<file path="src/rtl/johnson_seq_ctrl.sv">
// Johnson (twisted-ring) phase sequencer with run/hold/stop control.
// Counts rotations through phase 0000 and ends a run after len of them.
module johnson_seq_ctrl #(
    parameter int CNT_W = 8
) (
    input  logic             clk,
    input  logic             rst,
    input  logic             start,
    input  logic             stop,
    input  logic             hold,
    input  logic             dir,
    input  logic [CNT_W-1:0] len,
    input  logic             load,
    input  logic [3:0]       load_val,
    output logic [3:0]       phase,
    output logic [2:0]       phase_idx,
    output logic             busy,
    output logic             done,
    output logic             err
);

    typedef enum logic [1:0] {
        IDLE,
        RUN,
        HOLD
    } state_t;

    state_t           state_q, state_d;
    logic [3:0]       phase_q, phase_d;
    logic [CNT_W-1:0] cnt_q, cnt_d;
    logic             done_q, done_d;
    logic             err_q, err_d;

    logic [3:0]       step_val;
    logic [CNT_W-1:0] cnt_inc;
    logic             load_ok;

    always_comb begin
        case (load_val)
            4'b0000, 4'b1000, 4'b1100, 4'b1110,
            4'b1111, 4'b0111, 4'b0011, 4'b0001: load_ok = 1'b1;
            default:                            load_ok = 1'b0;
        endcase
    end

    always_comb begin
        case (phase_q)
            4'b1000: phase_idx = 3'd1;
            4'b1100: phase_idx = 3'd2;
            4'b1110: phase_idx = 3'd3;
            4'b1111: phase_idx = 3'd4;
            4'b0111: phase_idx = 3'd5;
            4'b0011: phase_idx = 3'd6;
            4'b0001: phase_idx = 3'd7;
            default: phase_idx = 3'd0;
        endcase
    end

    assign step_val = dir ? {phase_q[2:0], ~phase_q[3]}
                          : {~phase_q[0], phase_q[3:1]};
    assign cnt_inc  = cnt_q + {{(CNT_W-1){1'b0}}, 1'b1};

    always_comb begin
        state_d = state_q;
        phase_d = phase_q;
        cnt_d   = cnt_q;
        done_d  = 1'b0;
        err_d   = err_q;
        unique case (state_q)
            IDLE: begin
                if (load) begin
                    // Illegal presets are squashed to 0000 so stepping stays on the ring
                    if (load_ok) begin
                        phase_d = load_val;
                    end else begin
                        phase_d = 4'b0000;
                        err_d   = 1'b1;
                    end
                end else if (start) begin
                    state_d = RUN;
                    cnt_d   = '0;
                    err_d   = 1'b0;
                end
            end
            RUN: begin
                if (stop) begin
                    state_d = IDLE;
                end else if (hold) begin
                    state_d = HOLD;
                end else begin
                    phase_d = step_val;
                    if (step_val == 4'b0000) begin
                        cnt_d = cnt_inc;
                        if (len != '0 && cnt_inc == len) begin
                            state_d = IDLE;
                            done_d  = 1'b1;
                        end
                    end
                end
            end
            HOLD: begin
                if (stop) begin
                    state_d = IDLE;
                end else if (!hold) begin
                    state_d = RUN;
                end
            end
            default: state_d = IDLE;
        endcase
    end

    always_ff @(posedge clk or negedge rst) begin
        if (!rst) begin
            state_q <= IDLE;
            phase_q <= 4'b0000;
            cnt_q   <= '0;
            done_q  <= 1'b0;
            err_q   <= 1'b0;
        end else begin
            state_q <= state_d;
            phase_q <= phase_d;
            cnt_q   <= cnt_d;
            done_q  <= done_d;
            err_q   <= err_d;
        end
    end

    assign phase = phase_q;
    assign busy  = (state_q != IDLE);
    assign done  = done_q;
    assign err   = err_q;

endmodule

</file>
<file path="config.mk">
export PLATFORM = sky130hd
export DESIGN_NAME = johnson_seq_ctrl
export DESIGN_NICKNAME = d
export VERILOG_FILES = /design/src/rtl/johnson_seq_ctrl.sv
export SDC_FILE = /design/constraint.sdc
export NUM_CORES = 1
export LEC_CHECK = 0
export BUFFER_PORTS_ARGS = -buffer_cell sky130_fd_sc_hd__buf_2
export CAP_MARGIN = 25
export CORE_MARGIN = 2
export CORE_UTILIZATION = 25
export DETAILED_ROUTE_END_ITERATION = 16
export MAX_ROUTING_LAYER = met4
export SKIP_CTS_REPAIR_TIMING = 1
export SLEW_MARGIN = 30
export SYNTH_ARGS = -nofsm -noshare
export SYNTH_HDL_FRONTEND = slang
export SYNTH_SLANG_ARGS = --single-unit
</file>
<file path="constraint.sdc">
create_clock -name clk -period 3.85 [get_ports clk]
set_clock_uncertainty 0.2 [all_clocks]
set_input_delay 0.1925 -clock clk [delete_from_list [all_inputs] [get_ports clk]]
set_output_delay 0.1925 -clock clk [all_outputs]
set_load 0.05 [all_outputs]
</file>
==> results.cfg <==
[worst_setup_path]
r2r-start = cnt_q[0]$_DFFE_PN0P_
cp-startpoint = cnt_q[0]$_DFFE_PN0P_
worstSetupPathType = register to register
arrival_ns = 2.74
cp-end-kind = register
path_max_fanout = 8
cp-start-kind = register
required_ns = 3.84
r2r_slack_ns = 1.11
r2r-end = done$_DFF_PN0_
reg2reg_depth = 7

[placed_design]
dpl_worst_slack_ns = 1.61
gp_congestion = 0.832
io_buffers = 28
postPlaceCellArea_um2 = 1360
dp_hpwl_um = 2160

[clocking]
cts_tree = built
numCtsBuffers = 3
insertion_delay_ns = 0.25
cts_root_buffer = clkbuf_8
htree_levels = 1
cts_buffer_depth = 2
clock-sinks = 16
clk_pin_slew_worst_paths_ns = 0.07

[sta]
fmax_mhz = 364
relSlewSlack = 0.665
layout_setup_ws_ns = 1.11
fin_crit_ns = 2.74
drv_slew = 0
final_hold_viol_count = 0
setup_viol_count_final = 0
fin_crit_sh = 0.713
rsz0062_at_grt = false
tns_ns = 0
worst_pin_slew_ns = 0.503

[synthesis]
ys_ff_latch = 16
netlist_top_cells_area = dfrtp_1 (34%), xnor2_1 (8.9%), o21ai_0 (4.2%)
post_synth.cell_area_avg_um2 = 8.88
seq_area_frac_synth = 0.339
synth-main-ff-cell = dfrtp_1
syn-num-nets = 153
yosys.area.top_type_share = 0.339
synth-async-reset-ratio = 1.00
synthCells = 133
yosysWarningCount = 0
synth_edf_count = 0
yosys.area.top_type = dfrtp_1
synth_cell_type_count = 44
synth_area_um2 = 1180

[global_routing]
grt_use_met3 = 0.0166
grt_first_pass_wirelength_um = 4500
grt_use_met2 = 0.164
overflow = 0
grt_busiest_layer = met2
grt_pass1_vias = 972
antenna_found_initial = 0
grt_usage = 0.112
met1_usage = 0.157
grt_max_degree = 17

[layout]
drive_gt1_frac = 0.261
fin_nets = 186
final_common_cell = buf_2
n_fill_cell = 508
antenna_cells = 0
areaGrowthSynthToFinish_pct = 22.8
stdcell_area_um2 = 1450
fin_util = 0.313
final_cell_mix = buf_2 (28), dfrtp_1 (16), xnor2_1 (12)

[floorplanning]
fp.coreArea_um2 = 4630
dieArea_um2 = 5290
num_rows = 25
chipHeight_um = 72.7
die_w_um = 72.7
boundaryPins = 29
start_util = 0.255

[drt]
ant_nets = 0
drc = 0
routedWlPerCell_um = 12.7
vias = 1081
route.final.wire_length_um = 2780
firstDrtPassIters = 4
drt-initial-drc-count = 82
viasPerCell = 4.94

[power]
leakagePower_uw = 0.000633
peakVddDrop_mv = 0.112
power_uw = 616
power.density_nw_per_um2 = 425

[worst_hold_path]
hold_path_end = err$_DFFE_PN0P_
hp-class = primary input to register
worstHoldPathCells = 3
min_from = load

[flow_run]
drv_cap = 0

[run_status]
outcome = completed
[registers in the layout, indices dropped and copies added, names as in the netlist]
name and count:
phase 4, cnt_q 8, state_q 2, done 1, err 1
[stage by stage]
step                      std cells  hold slack (ns)
after global routing            219           0.0495
after global placement          211          -0.0646
final                           219           0.0355
after floorplan                 133           -0.303
after CTS                       215           -0.341
after detailed placement        211          -0.0627
[critical path: stages (launching register included)]
cell	delay [ns]
dfrtp_1	0.46
ha_1	0.29
xnor2_1	0.21
xnor2_1	0.08
or3_1	0.34
a2111o_1	0.42
nor4_2	0.12
dlygate4sd3_1	0.57
[layer usage]
layer	up-vias	wire (um)
met5	-	0
met1	507	1410
li1	551	-
met4	0	45
met3	5	100
met2	18	1220
[worst max-delay path by stage]
stage	depth (start not counted)	slack, ns	to
floorplan	3	1.30	phase_idx[1]
global placement	6	1.66	state_q[0]$_DFFE_PN0P_
detailed placement	6	1.61	state_q[0]$_DFFE_PN0P_
CTS	6	1.59	state_q[0]$_DFFE_PN0P_
global route	7	0.99	done$_DFF_PN0_
finish	7	1.11	done$_DFF_PN0_
[cells by family after synthesis]
family / share of synthesized area
compound gates: 0.209
xor+xnor: 0.104
mux: 0.0551
fa+ha+maj: 0.0106
buf+inv: 0.0477
simple gates: 0.235
flops: 0.339
[final cells by class]
class / instances / area [um^2] / area share
multi-input combinational: 107 / 724 / 0.500
sequential: 16 / 400 / 0.276
timing repair buffer: 32 / 180 / 0.124
tap: 54 / 67.6 / 0.0466
clock buffer: 4 / 55.1 / 0.0380
inverter: 6 / 22.5 / 0.0155
[synth_stat cells, drive strengths merged (3+ instances only)]
master,count
o211ai,3
and3,3
o21ai,15
mux2,4
nand2,11
and2,3
buf,3
nor3b,3
inv,6
a21oi,8
nor2,9
xnor2,12
nand3,5
dfrtp,16
[power by group]
group	leakage, uW	internal (uW)	switching, uW
registers	0.000212	185	28.7
logic	0.000392	79.2	172
clock network	0.0000288	90.8	60.8
total	0.000633	355	261
Note: power is estimated with default switching activity, not from simulation.
